`src/rtl/rx.sv`:
```
// UART receiver, 8N1, LSB first, BAUD_DIV clocks per bit.
// Two-flop synchroniser, mid-bit start validation, centre sampling, valid/ack holding register.
module rx #(
    parameter int BAUD_DIV = 217
) (
    input  logic       i_clk,
    input  logic       i_rst,
    input  logic       i_rx,
    input  logic       i_ack,
    output logic [7:0] o_data,
    output logic       o_valid,
    output logic       o_frame_err,
    output logic       o_overrun,
    output logic       o_busy,
    output logic [2:0] o_state
);

    localparam logic [15:0] DIV  = 16'(BAUD_DIV);
    localparam logic [15:0] HALF = 16'(BAUD_DIV / 2);

    typedef enum logic [2:0] {
        S_IDLE      = 3'd0,
        S_START     = 3'd1,
        S_DATA      = 3'd2,
        S_STOP      = 3'd3,
        S_WAIT_HIGH = 3'd4
    } state_t;

    state_t      state;
    state_t      state_n;
    logic [15:0] cnt;
    logic [15:0] cnt_n;
    logic [2:0]  idx;
    logic [2:0]  idx_n;
    logic [7:0]  sh;
    logic [7:0]  sh_n;
    logic        deliver;
    logic        ferr;
    logic        sync1;
    logic        rx_s;

    // Both synchroniser flops reset to the idle (high) level so reset never fakes a start bit.
    always_ff @(posedge i_clk) begin
        if (i_rst) begin
            sync1 <= 1'b1;
            rx_s  <= 1'b1;
        end else begin
            sync1 <= i_rx;
            rx_s  <= sync1;
        end
    end

    always_comb begin
        state_n = state;
        cnt_n   = cnt;
        idx_n   = idx;
        sh_n    = sh;
        deliver = 1'b0;
        ferr    = 1'b0;
        case (state)
            S_IDLE: begin
                if (!rx_s) begin
                    cnt_n   = 16'd1;
                    state_n = S_START;
                end
            end
            S_START: begin
                if (cnt == HALF) begin
                    if (!rx_s) begin
                        cnt_n   = 16'd1;
                        idx_n   = 3'd0;
                        state_n = S_DATA;
                    end else begin
                        state_n = S_IDLE;
                    end
                end else begin
                    cnt_n = cnt + 16'd1;
                end
            end
            S_DATA: begin
                if (cnt == DIV) begin
                    sh_n  = {rx_s, sh[7:1]};
                    cnt_n = 16'd1;
                    if (idx == 3'd7) begin
                        state_n = S_STOP;
                    end else begin
                        idx_n = idx + 3'd1;
                    end
                end else begin
                    cnt_n = cnt + 16'd1;
                end
            end
            S_STOP: begin
                if (cnt == DIV) begin
                    if (rx_s) begin
                        deliver = 1'b1;
                        state_n = S_IDLE;
                    end else begin
                        ferr    = 1'b1;
                        state_n = S_WAIT_HIGH;
                    end
                end else begin
                    cnt_n = cnt + 16'd1;
                end
            end
            // A held-low line (break) yields one frame error, then waits here for idle.
            S_WAIT_HIGH: begin
                if (rx_s) begin
                    state_n = S_IDLE;
                end
            end
            default: begin
                state_n = S_IDLE;
            end
        endcase
    end

    // Handshake: o_valid rises on delivery and falls the cycle after i_ack; a delivery in
    // the same cycle as i_ack wins, and a delivery onto an unacked byte sets o_overrun.
    always_ff @(posedge i_clk) begin
        if (i_rst) begin
            state       <= S_IDLE;
            cnt         <= 16'd0;
            idx         <= 3'd0;
            sh          <= 8'h00;
            o_data      <= 8'h00;
            o_valid     <= 1'b0;
            o_frame_err <= 1'b0;
            o_overrun   <= 1'b0;
        end else begin
            state       <= state_n;
            cnt         <= cnt_n;
            idx         <= idx_n;
            sh          <= sh_n;
            o_frame_err <= ferr;
            if (deliver) begin
                o_data  <= sh;
                o_valid <= 1'b1;
                if (o_valid && !i_ack) begin
                    o_overrun <= 1'b1;
                end
            end else if (i_ack) begin
                o_valid <= 1'b0;
            end
        end
    end

    assign o_busy  = (state != S_IDLE);
    assign o_state = state;

endmodule
```
`config.mk`:
```
export PLATFORM = sky130hd
export DESIGN_NAME = rx
export DESIGN_NICKNAME = d
export VERILOG_FILES = /design/src/rtl/rx.sv
export SDC_FILE = /design/constraint.sdc
export NUM_CORES = 1
export LEC_CHECK = 0
export ABC_AREA = 1
export BUFFER_PORTS_ARGS = -buffer_cell sky130_fd_sc_hd__buf_4
export CAP_MARGIN = 20
export CORE_ASPECT_RATIO = 1.2
export CORE_MARGIN = 5
export CORE_UTILIZATION = 40
export CTS_CLUSTER_DIAMETER = 30
export DETAILED_ROUTE_END_ITERATION = 8
export GPL_TIMING_DRIVEN = 0
export HOLD_SLACK_MARGIN = 0.15
export PLACE_DENSITY = 0.6
export SETUP_SLACK_MARGIN = 0.3
export SYNTH_ARGS = -nofsm -noshare
export SYNTH_HDL_FRONTEND = slang
export SYNTH_SLANG_ARGS = --single-unit
export TNS_END_PERCENT = 50
```
`constraint.sdc`:
```
create_clock -name i_clk -period 1.42 [get_ports i_clk]
set_input_delay 0.213 -clock i_clk [delete_from_list [all_inputs] [get_ports i_clk]]
set_output_delay 0.213 -clock i_clk [all_outputs]
set_load 0.03 [all_outputs]
```
* Yosys cells after proc, flatten, opt, wreduce, memory -nomap -nowiden
Cells that the tools add are included. W data, S select, Z words.
Word-level totals: logic and storage cells 68, memory bits (read-only) 0, output and inout bits 15, bits in latches 0, memory bits (writable) 0, register bits after elaboration 43, input bits 4, memories kept 0
Cells by class: multipliers 0, shift operators 0, reductions and logical operators 13, div/mod/pow operators 0, bitwise logic cells 2, add/subtract/negate cells 2, $lt $le $gt $ge 0, eq/ne operators 16, mux-type cells 25
Operators by type and width (count):
- $mux W16 | 4
- $pmux W16 S4 | 1
- $mux W3 | 11
- $ne A2 B2 Y1 const B | 9
- $add A16 B1 Y16 const B | 1
- $eq A16 B7 Y1 const B | 1
- $eq A16 B8 Y1 const B | 1
- $pmux W3 S5 | 1
- $eq A3 B2 Y1 const B | 2
- $eq A3 B3 Y1 const B | 2
- $mux W1 | 6
- $pmux W3 S2 | 1
- $reduce_and A2 Y1 | 3
- $reduce_and A6 Y1 | 1
- $reduce_and A5 Y1 | 1
- $reduce_bool A2 Y1 | 2
- $reduce_bool A4 Y1 | 1
- $add A3 B1 Y3 const B | 1
- $eq A3 B1 Y1 const B | 1
- $logic_not A3 Y1 | 1
- $reduce_bool A3 Y1 | 1
- $reduce_or A3 Y1 | 1
- $mux W2 | 1
- $not A1 Y1 | 2
- other kinds (2) | 2

* Logic depth before layout (Yosys ltp)
depth in word-level cells 4, gate-level depth with buffers 11, depth with buffers taken out 11

* Worst setup path after synthesis
Ideal clock, no wire load.
path type register to register, from register state[1] (netlist: o_state[1]), to register cnt[7], period minus slack after synthesis 1.608 ns, data arrival time 1.475 ns, cell stages (with the launch flop) 10, path buffers 0, setup time 0.132 ns, slack -0.188 ns, data required time 1.288 ns, cell sequence dfxtp_1 > inv_1 > nand3_1 > nor2_1 > nand3_1 > nand2_1 > nor2_2 > clkinv_2 > nand2_1 > a21oi_1
Between the ends: longest elaborated chain between the ends 3, elaborated cells on any way between the ends 8, those cells by class eq/ne: 4; mux: 1; reduce/logical: 3
Ends and longest elaborated chain:
- start: declaration | RTL line 29 | state_t state;
- start signal: assignment | RTL line 131 | state <= state_n;
- $eq A3 B2 Y1, or another cell as far along | RTL line 60 | case (state)
- $reduce_bool A4 Y1 (no source line) / $ne A2 B2 Y1 (equally long branches)
- $reduce_and A2 Y1 (no source line)
- end signal: assignment | RTL line 132 | cnt <= cnt_n;
- end: declaration | RTL line 31 | logic [15:0] cnt;
Several ways; a longest one is shown, not always the timed one. A chain may end at the register's enable or synchronous reset.

* Worst setup path after layout
from register cnt[1], to register cnt[15]
Between the ends: longest elaborated chain between the ends 3, elaborated cells on any way between the ends 9, those cells by class add/sub: 1; eq/ne: 3; mux: 4; reduce/logical: 1
Ends and longest elaborated chain:
- $add A16 B1 Y16, or another cell as far along | RTL line 77, 90, 103
- $mux W16, or another cell as far along | RTL line 94 | if (cnt == DIV) begin
- $pmux W16 S4 / $reduce_and A2 Y1 (equally long branches)
Several ways; a longest one is shown, not always the timed one. The select of a mux whose other input is x is not followed.

==> results.ini <==
[drt]
wire_per_inst_um=13.18
drt-initial-drc-count=85
wl_met1_um=2446
routed_wl_um=5615
antenna_left=0
drt-pass1-iter-count=4
vias=2154
dr_wl_met3_um=158
vias_per_cell=5.056
drc=0
routed.top_layer=met4
met2_length_um=2912

[yosys]
yosys_warnings=0
ys.flop_type=dfxtp_1
synth_nets=324
synth.most_common_cell=nand2_1
synth-seq-cells=43
synth_area_leaders=dfxtp_1, nand2_1, a21oi_1
yosys-top-cells-count=nand2_1, dfxtp_1, a21oi_1
netlist.area_leader.share=0.3852
yosysTopAreaCell=dfxtp_1
synthArstFlopShare=0
synth-seq-area-share=0.3852
syn-cell-area_sq_um=2235
synth_cells=315
syn-mean-instance-area_sq_um=7.094
yosysUniqueCellTypes=30
synth-edff-count=0

[grt]
antenna_found_initial=0
grt_max_degree=16
grt_pass1_wl_um=9646
grt.total_usage=0.1628
grt_overflow=0
grt_pass1_vias=2117

[final_layout]
fillers=532
drive_gt1_frac=0.3681
design_area_sq_um=2984
final_cells=426
diodes=0
final_nets=372
areaGrowthSynthToFinish_pct=33.54
post-route-util=0.5557

[placed_design]
dp_slack_ps=-219.9
port_buffers=18
gp_congestion=0.8061
dp.cells=395
placed_area_sq_um=2502
dpl.hpwl_um=3628

[hold_path]
hp-start=i_ack
holdPathStages=4
hp-class=in2reg
hold_end=o_valid

[floorplanning]
start_util=0.4161
core_sq_um=5370
die_h_um=91.88
fp-row-count=29
fp.dieArea_sq_um=7187
die_w_um=78.23
ios=19

[clock_network]
clock-sinks=43
cts_tree=yes
numCtsBuffers=5
cts_max_level=2
clkTransAtPathRegs_ps=90
cts-root-buf=clkbuf_8
clock_latency_ps=300
cts.path.max_buffers=2

[timing]
hold_viol=0
fin_hold_ws_ps=175.6
min_period_ps=1611
slew_viol_final=0
rsz0062_at_grt=yes
tightest_slew_ps=630.0
setup_viol=36
fin_crit_sh=1.134
fmax_ghz=0.6209
max-slew-margin-rel=0.5800
fin_ws_ps=-190.6
clock_skew_ps=8.012

[power_and_ir_drop]
p_per_area_nw_per_um2=1299
leakagePower_nw=1.242
peakVddDrop_mv=0.6340

[worst_setup_path]
critPathMaxStageDelay_ps=330
required_ps=1630
startpoint_type=register
cp_top_family=simple AND/OR/NAND/NOR gates
endpoint_kind=register
crit_slowest_cell=dfxtp_2
r2r_slack_ps=-190
critPathArrivalTime_ps=1820
path_buf_inv=2
worst-path-stages=12
timing.rr.start=cnt[1]
critPathMaxFanout=5
r2r_end=cnt[15]
critPathMostFrequentCell=nand2_4
crit_type=reg2reg
path_cells=inv_2 > ha_4 > nand4_1 > nor2_4 > nand2_4 > nand2_4 > nand3_4 > buf_6 > nand2_2 > nand3_2 > nand2_1 > nor2_1
rr_worst_depth=12

[run]
maxCapViolations=0

[run_status]
status=finished, violations left
violations=setup timing

per-layer routing:
layer,track usage,vias to the layer above
li1,-,1117
met3,0.02941,11
met2,0.2886,32
met4,0.05539,0
met1,0.1970,994
met5,0,-
flip-flops by register name, indices dropped and copies added, names as in the netlist, 3 cells and up:
signal   flops
o_state      3
o_data       8
sh           8
cnt         16
idx          3
worst max-delay path by stage:
stage / start / endpoint
3_5_place_dp: cnt[0] / o_overrun
4_1_cts: cnt[0] / cnt[13]
3_3_place_gp: cnt[0] / o_data[3]
2_1_floorplan: cnt[1] / cnt[7]
5_1_grt: cnt[1] / cnt[15]
6_report: cnt[1] / cnt[15]
cells by family after synthesis:
logic type / Yosys count / share of synthesized area
AOI/OAI and AO/OA: 68 / 0.1557
xor gates and xnor gates: 6 / 0.02352
adders and majority gates: 5 / 0.02800
buffers and inverters: 50 / 0.09350
DFF: 43 / 0.3852
and+or+nand+nor: 143 / 0.3141
metrics by stage:
stage               TNS (ps)  power (mW)
floorplan             -126.7       2.264
global placement       -5897       2.532
detailed placement     -6176       2.542
CTS                    -4797       3.738
global route           -9052       4.142
finish                 -4327       3.876
what timing repair did:
action / CTS / global route
resized for setup: 42 / 20
endpoints found under the hold margin: 1 / 0
buffers inserted: 16 / 3
hold buffers: 1 / 0
pin swaps: 13 / 8
gates cloned: 2 / 1
setup endpoints to repair: 42 / 42
worst register-to-register path, delay by kind of cell, from the launching register on:
family	cells	cell delay [ps]
adders and majority gates	1	110
DFF	1	330
and+or+nand+nor	9	850
buffers and inverters	2	240
final cells by class:
cell class / instances / area (sq um) / share of cell area
buffer: 7 / 53.80 / 0.01803
clock buffer: 5 / 68.82 / 0.02306
clock inverter: 3 / 23.77 / 0.007966
inverter: 43 / 171.4 / 0.05744
multi-input combinational: 222 / 1364 / 0.4570
sequential: 43 / 888.4 / 0.2977
tap: 62 / 77.57 / 0.02600
timing repair buffer: 40 / 330.3 / 0.1107
timing repair inverter: 1 / 6.256 / 0.002096
power breakdown:
group	leakage [nW]	total, mW	internal [mW]	switching [mW]
clock network	0.0408	0.822	0.352	0.470
logic	0.845	1.70	0.712	0.988
registers	0.356	1.35	1.28	0.0707
placed cells by master (no fill, tap or decap), types with 2 or more instances in the layout:
cell	Yosys	final
nand3_1	21	14
nand3_2	0	5
buf_6	2	4
o21ai_1	3	9
nor2_2	2	3
ha_4	0	2
or2_2	2	2
dfxtp_2	0	10
dfxtp_4	0	4
inv_1	36	29
clkbuf_1	3	3
nand2_2	5	11
clkbuf_8	0	5
nand2_1	68	57
dfxtp_1	43	29
xor2_1	6	5
a21oi_1	37	30
nor2_4	5	8
o21ai_0	25	18
buf_4	1	36
nand2_4	2	6
clkinvlp_4	0	2
nand3_4	2	4
nor3_1	2	2
nand4_1	5	5
a21oi_2	1	8
nor2_1	26	22
inv_4	0	3
inv_2	6	11
ha_1	5	3
Power figures use the tool's default switching activity.
